==> src/rtl/ram_burst_ctrl.sv <==
// Burst sequencer in front of an 8-word RAM: streams write words in or registered read words out.
// Optional RBC_STATS_EN adds burst_count, a wrapping count of completed bursts.
module ram_burst_ctrl #(
    parameter int DATA_W = 16,
    parameter int ADDR_W = 3
) (
    input  logic              clk,
    input  logic              rst_n,
    input  logic              cmd_valid,
    output logic              cmd_ready,
    input  logic              cmd_write,
    input  logic [ADDR_W-1:0] cmd_addr,
    input  logic [ADDR_W-1:0] cmd_len,
    input  logic [DATA_W-1:0] wr_data,
    input  logic              wr_valid,
    output logic              wr_ready,
    output logic [DATA_W-1:0] rd_data,
    output logic              rd_valid,
    input  logic              rd_ready,
    output logic [DATA_W-1:0] ram_in,
    output logic [ADDR_W-1:0] ram_address,
    output logic              ram_load,
    input  logic [DATA_W-1:0] ram_out,
    output logic              busy,
`ifdef RBC_STATS_EN
    output logic [7:0]        burst_count,
`endif
    output logic              done
);

    typedef enum logic [2:0] {
        S_IDLE  = 3'd0,
        S_WRITE = 3'd1,
        S_READ  = 3'd2,
        S_DRAIN = 3'd3,
        S_DONE  = 3'd4
    } state_t;

    state_t            state_q, state_d;
    logic [ADDR_W-1:0] addr_q, addr_d;
    logic [ADDR_W-1:0] cnt_q, cnt_d;
    logic [DATA_W-1:0] rd_data_q, rd_data_d;
    logic              rd_valid_q, rd_valid_d;
    logic              rd_take;

    assign rd_take = rd_valid_q && rd_ready;

    always_ff @(posedge clk or negedge rst_n) begin
        if (!rst_n) begin
            state_q    <= S_IDLE;
            addr_q     <= '0;
            cnt_q      <= '0;
            rd_data_q  <= '0;
            rd_valid_q <= 1'b0;
        end else begin
            state_q    <= state_d;
            addr_q     <= addr_d;
            cnt_q      <= cnt_d;
            rd_data_q  <= rd_data_d;
            rd_valid_q <= rd_valid_d;
        end
    end

    always_comb begin
        state_d    = state_q;
        addr_d     = addr_q;
        cnt_d      = cnt_q;
        rd_data_d  = rd_data_q;
        rd_valid_d = rd_valid_q;
        // A consumed read word frees the output register unless READ refills it below
        if (rd_take) begin
            rd_valid_d = 1'b0;
        end
        case (state_q)
            S_IDLE: begin
                if (cmd_valid) begin
                    addr_d  = cmd_addr;
                    cnt_d   = cmd_len;
                    state_d = cmd_write ? S_WRITE : S_READ;
                end
            end
            S_WRITE: begin
                if (wr_valid) begin
                    addr_d = addr_q + ADDR_W'(1);
                    if (cnt_q == '0) begin
                        state_d = S_DONE;
                    end else begin
                        cnt_d = cnt_q - ADDR_W'(1);
                    end
                end
            end
            S_READ: begin
                if (!rd_valid_q || rd_ready) begin
                    rd_data_d  = ram_out;
                    rd_valid_d = 1'b1;
                    addr_d     = addr_q + ADDR_W'(1);
                    if (cnt_q == '0) begin
                        state_d = S_DRAIN;
                    end else begin
                        cnt_d = cnt_q - ADDR_W'(1);
                    end
                end
            end
            S_DRAIN: begin
                if (rd_take) begin
                    state_d = S_DONE;
                end
            end
            S_DONE: begin
                state_d = S_IDLE;
            end
            default: begin
                state_d = S_IDLE;
            end
        endcase
    end

    always_comb begin
        cmd_ready   = (state_q == S_IDLE);
        wr_ready    = (state_q == S_WRITE);
        ram_load    = (state_q == S_WRITE) && wr_valid;
        ram_in      = (state_q == S_WRITE) ? wr_data : '0;
        ram_address = ((state_q == S_WRITE) || (state_q == S_READ)) ? addr_q : '0;
        busy        = (state_q != S_IDLE);
        done        = (state_q == S_DONE);
        rd_data     = rd_data_q;
        rd_valid    = rd_valid_q;
    end

`ifdef RBC_STATS_EN
    logic [7:0] burst_count_q;

    always_ff @(posedge clk or negedge rst_n) begin
        if (!rst_n) begin
            burst_count_q <= '0;
        end else if (state_q == S_DONE) begin
            burst_count_q <= burst_count_q + 8'd1;
        end
    end

    assign burst_count = burst_count_q;
`endif

endmodule
==> config.mk <==
export PLATFORM = sky130hd
export DESIGN_NAME = ram_burst_ctrl
export DESIGN_NICKNAME = d
export VERILOG_FILES = /design/src/rtl/ram_burst_ctrl.sv
export SDC_FILE = /design/constraint.sdc
export NUM_CORES = 1
export LEC_CHECK = 0
export CORE_MARGIN = 4
export CORE_UTILIZATION = 38
export CTS_CLUSTER_SIZE = 25
export DETAILED_ROUTE_END_ITERATION = 12
export GPL_TIMING_DRIVEN = 0
export PLACE_DENSITY = 0.8
export SYNTH_ARGS = -nofsm -noshare
export SYNTH_HDL_FRONTEND = slang
export SYNTH_SLANG_ARGS = --single-unit
==> constraint.sdc <==
create_clock -name clk -period 2.55 [get_ports clk]
set_clock_uncertainty 0.15 [all_clocks]
set_input_delay 0.51 -clock clk [delete_from_list [all_inputs] [get_ports clk]]
set_output_delay 0.51 -clock clk [all_outputs]
set_load 0.02 [all_outputs]
### Word level (Yosys, flattened, before mapping)

Index checks and enable logic that the tools add are counted.

| storage, ports and cells | value |
|---|---|
| bits in registers | 26 |
| input bits | 44 |
| output and inout port bits | 41 |
| logic and storage cells | 51 |

| operators by class | value |
|---|---|
| add/sub/neg operators | 2 |
| equality and inequality tests | 10 |
| multiplexer cells | 22 |
| reductions and logical operators | 12 |

Operators with widths:

| cell | number |
|---|---|
| 3-bit 2-to-1 mux | 14 |
| 3-bit case mux with 3 select lines | 2 |
| 16-bit 2-to-1 mux | 1 |
| 3-bit case mux with 4 select lines | 1 |
| 2-bit inequality test, second input constant | 5 |
| 3-bit by 2-bit == test with 1-bit output, second input constant | 2 |
| 3-bit logical NOT | 2 |
| 6-bit AND reduction | 1 |
| 3-bit nonzero test | 2 |
| 4-bit AND reduction | 1 |
| 3-bit by 1-bit adder with 3-bit output, second input constant | 1 |
| 3-bit by 1-bit == test with 1-bit output, second input constant | 1 |
| 3-bit == test, second input constant | 1 |
| 1-bit 2-to-1 mux | 3 |
| 3-bit by 1-bit subtractor with 3-bit output, second input constant | 1 |
| 1-bit logical AND | 2 |
| 1-bit logical OR | 2 |
| 2-bit 2-to-1 mux | 1 |
| 2-bit by 1-bit inequality test with 1-bit output, second input constant | 1 |
| 2-bit AND reduction | 1 |
| 1-bit logical NOT | 1 |

### Depth between registers and ports, before layout

| depth | value |
|---|---|
| depth in word-level cells | 4 |
| mapped depth | 6 |
| mapped depth without buffers | 6 |

### Worst setup path after synthesis

No wires, ideal clock.

| path | value |
|---|---|
| kind | register to output |
| start | register state_q[2] |
| end | output ram_in[10] |
| arrival | 1.532 ns |
| data required time | 1.890 ns |
| setup slack | 0.358 ns |
| stages on the path, launching flop included | 6 |
| buffers on the path | 2 |
| path through | dfrtp_1 > clkbuf_1 > or2b_1 > nor2_1 > buf_2 > and2_1 |

| between the ends | value |
|---|---|
| longest elaborated chain between the ends | 2 |

RTL lines:

| element | RTL line | source |
|---|---|---|
| start, declared | 39 | `state_t state_q, state_d;` |
| start signal, assigned | 56 | `state_q <= state_d;` |
| 3-bit by 1-bit == test with 1-bit output | - |  |
| net wr_ready | 16 | `output logic wr_ready,` |
| 16-bit 2-to-1 mux | 122 | `ram_in = (state_q == S_WRITE) ? wr_data : '0;` |
| end, declared | 20 | `output logic [DATA_W-1:0] ram_in,` |

The timed path passes the listed nets, and every way through them passes these cells.

### Final worst setup path

| path | value |
|---|---|
| start | register state_q[0] |
| end | output ram_in[8] |

| between the ends | value |
|---|---|
| longest elaborated chain between the ends | 2 |

RTL lines:

| element | RTL line |
|---|---|
| 3-bit by 1-bit == test with 1-bit output | 122 |
| 16-bit 2-to-1 mux | 122 |

Every way passes these cells.

==> results.toml <==
[logic_synthesis]
synth.largest_area_cell = "dfrtp_1"
synth_top_family_by_area = "multiplexers"
synth_area_per_cell_um2 = 11.26
synthSimpleGateAreaFrac_pct = 18.66
synth.distinct_cells = 36
synth_fa_ha_area_share_pct = 2.545
netlist_instances = 131
synth-compound-area-share_pct = 9.330
yosys_warnings = 0
synthesis.nets = 178
synth-xor-area-share_pct = 0.5937
syn_area_um2 = 1475
synth_area_leaders = "dfrtp_1 44%, mux2_4 10%, and2_1 8.5%"
ys_ff_latch = 26
seq_area_frac_synth_pct = 44.11
synth_top_area_share_pct = 44.11
synthMuxAreaShare_pct = 20.27

[global_route]
grt_pass1_wl_um = 5906
grt_overflow_total = 0
globalRouteTotalUtil_pct = 14.61
antenna_found_initial = 0
grt_pass1_vias = 1368
grt_max_degree = 27

[routing]
via_count = 1328
wl_per_cell_um = 13.65
ant_nets = 0
drc = 0
drtIter0Drc = 23
routed_wirelength_um = 3673
via_per_inst = 4.937
first_pass_iters = 6

[floorplanning]
fp.dieW_um = 70.31
rows = 22
design.die.area_um2 = 4943
core_area_um2 = 3716
initial_core_util_pct = 39.70
die_h_um = 70.31
ios = 85

[layout]
multi_input_area_um2 = 783.3
drive_above_1_share_pct = 17.65
n_antenna_cell = 0
final_cells = 269
finalInstanceArea_um2 = 2485
areaGrowthSynthToFinish_pct = 68.45
nets = 269
fill_cells = 311
regArea_um2 = 653.1

[worst_setup_path]
cp.required_ns = 1.89
cp.arrival_ns = 1.77
worstSetupEndpointType = "output pin"
rr_worst_depth = 6
crit_fanout = 10
crit_type = "reg2out"
start_kind = "register"

[sta]
finalCriticalPeriod_ns = 2.434
setup_viol = 0
whs_ns = 0.3583
min_period_over_period_pct = 95.44
slew_headroom_pct = 25.95
rsz0062_at_grt = "false"
worst_slack_ns = 0.1164
fmax_mhz = 410.9
fin_setup_tns_ns = 0
worst_pin_slew_ns = 1.107
slew_violations = 0
finalHoldViolations = 0

[clocking]
htree_levels = 1
cts-root-buf = "clkbuf_8"
cts.clk_slew.worst_paths_ns = 0.09
numCtsBuffers = 3
hold_buffers = 0
clk_path_buf_depth = 2
cts_sinks = 26
cts_tree = "done"
clk_latency_ns = 0.27

[placed_design]
dpl_worst_slack_ns = -0.2847
numPortBuffers = 84
gp_congestion = 0.7853
post-dp-hpwl_um = 2858
place_area_um2 = 2376
placed_cells = 263

[hold_path]
min_path_type = "reg2reg"
hold_path_depth = 1

[outcome]
status = "completed"

[pwr]
p_leak_nw = 1.200
max-vdd-ir-drop_mv = 0.8328
powerDensity_nw_per_um2 = 1295

[run]
cap_viol_max_count = 0
[final cells by class]
type                       count  area share [%]
buffer                         5           1.863
clock buffer                   3           1.662
clock inverter                 1           1.208
inverter                       5          0.7553
multi-input combinational     94           31.52
sequential                    26           26.28
tap                           48           2.417
timing repair buffer          87           34.29
[path summary, 6_finish.rpt]
path / endpoint / start / slack [ns]
min in group asynchronous: rd_data[15]$_DFFE_PN0P_ / rst_n / 0.68
max reg2reg: state_q[1]$_DFFE_PN0P_ / cnt_q[0]$_DFFE_PN0P_ / 0.53
max in group asynchronous: state_q[0]$_DFFE_PN0P_ / rst_n / 0.83
max: ram_in[8] / state_q[0]$_DFFE_PN0P_ / 0.12
min: cnt_q[1]$_DFFE_PN0P_ / cnt_q[1]$_DFFE_PN0P_ / 0.36
min reg2reg: cnt_q[1]$_DFFE_PN0P_ / cnt_q[1]$_DFFE_PN0P_ / 0.36
[state kept, by name (all words and copies together) (netlist names)]
signal and count:
rd_valid 1, cnt_q 3, addr_q 3, rd_data 16
state_q 3
[where the power goes]
part	internal, mW	total (mW)	switching (mW)
clock network	0.210	0.338	0.128
logic	1.10	2.10	0.997
registers	0.631	0.782	0.151
[cells in the final DEF, fill, tap and decap left out, types with 4 or more instances in the layout]
cell type	n
clkdlybuf4s15_1	6
mux2_4	10
nand2_1	7
dfrtp_1	24
clkbuf_2	4
dlygate4sd2_1	10
o21ai_0	5
inv_1	5
dlymetal6s2s_1	4
mux2i_1	7
nor2b_1	4
mux2_2	7
and2_1	20
clkdlybuf4s50_1	61
[stage by stage]
stage          power [mW]  util (%)
5_1_grt             3.445     66.87
4_1_cts             3.208     65.79
3_3_place_gp        2.822     63.94
6_report            3.219     66.87
3_5_place_dp        2.851     63.94
2_1_floorplan       2.077         -
[critical path, stage by stage (launching register included)]
cell and delay, ns:
dfrtp_2 0.43, or2b_1 0.29, nor2_4 0.16, buf_2 0.19, and2_1 0.13, clkdlybuf4s15_1 0.30
[synth_stat cells (all sizes together)]
cell type	number
a21oi	1
or2b	1
a21boi	1
inv	5
or3b	1
and3	1
nor2	5
mux2	17
o21bai	1
xnor2	1
a31oi	1
nor3	4
o221ai	1
nand2b	2
nor3b	2
and2	20
buf	3
o21a	1
nand2	7
mux2i	7
a21o	2
o21ai	5
clkbuf	3
o2bb2ai	2
ha	3
dfrtp	26
a311oi	1
o32a	1
nor2b	4
o32ai	1
o311a	1
[per-layer routing]
| metal | GRT usage, % | wire (um) | vias up |
|---|---|---|---|
| met5 | 0 | 0 | - |
| met4 | 4.681 | 9 | 0 |
| met3 | 6.043 | 476 | 2 |
| met2 | 23.39 | 1636 | 75 |
| met1 | 17.74 | 1550 | 619 |
| li1 | - | - | 632 |
[cell families (layout without fill, tap and decap cells)]
kind of cell | after synthesis | after routing
XOR/XNOR | 1 | 1
flip-flops | 26 | 26
adder cells (fa/ha/maj) | 3 | 3
AO/OA/AOI/OAI | 19 | 19
buffers and inverters | 11 | 101
multiplexers | 24 | 24
AND/OR/NAND/NOR | 47 | 47
[what timing repair did]
| action | CTS | global route |
|---|---|---|
| hold endpoints to repair | 0 | 0 |
| pin swaps | 1 | 0 |
| buffers inserted | 1 | 2 |
| setup endpoints to repair | 23 | 14 |
| gates resized for setup | 26 | 20 |
Power figures use the tool's default switching activity.
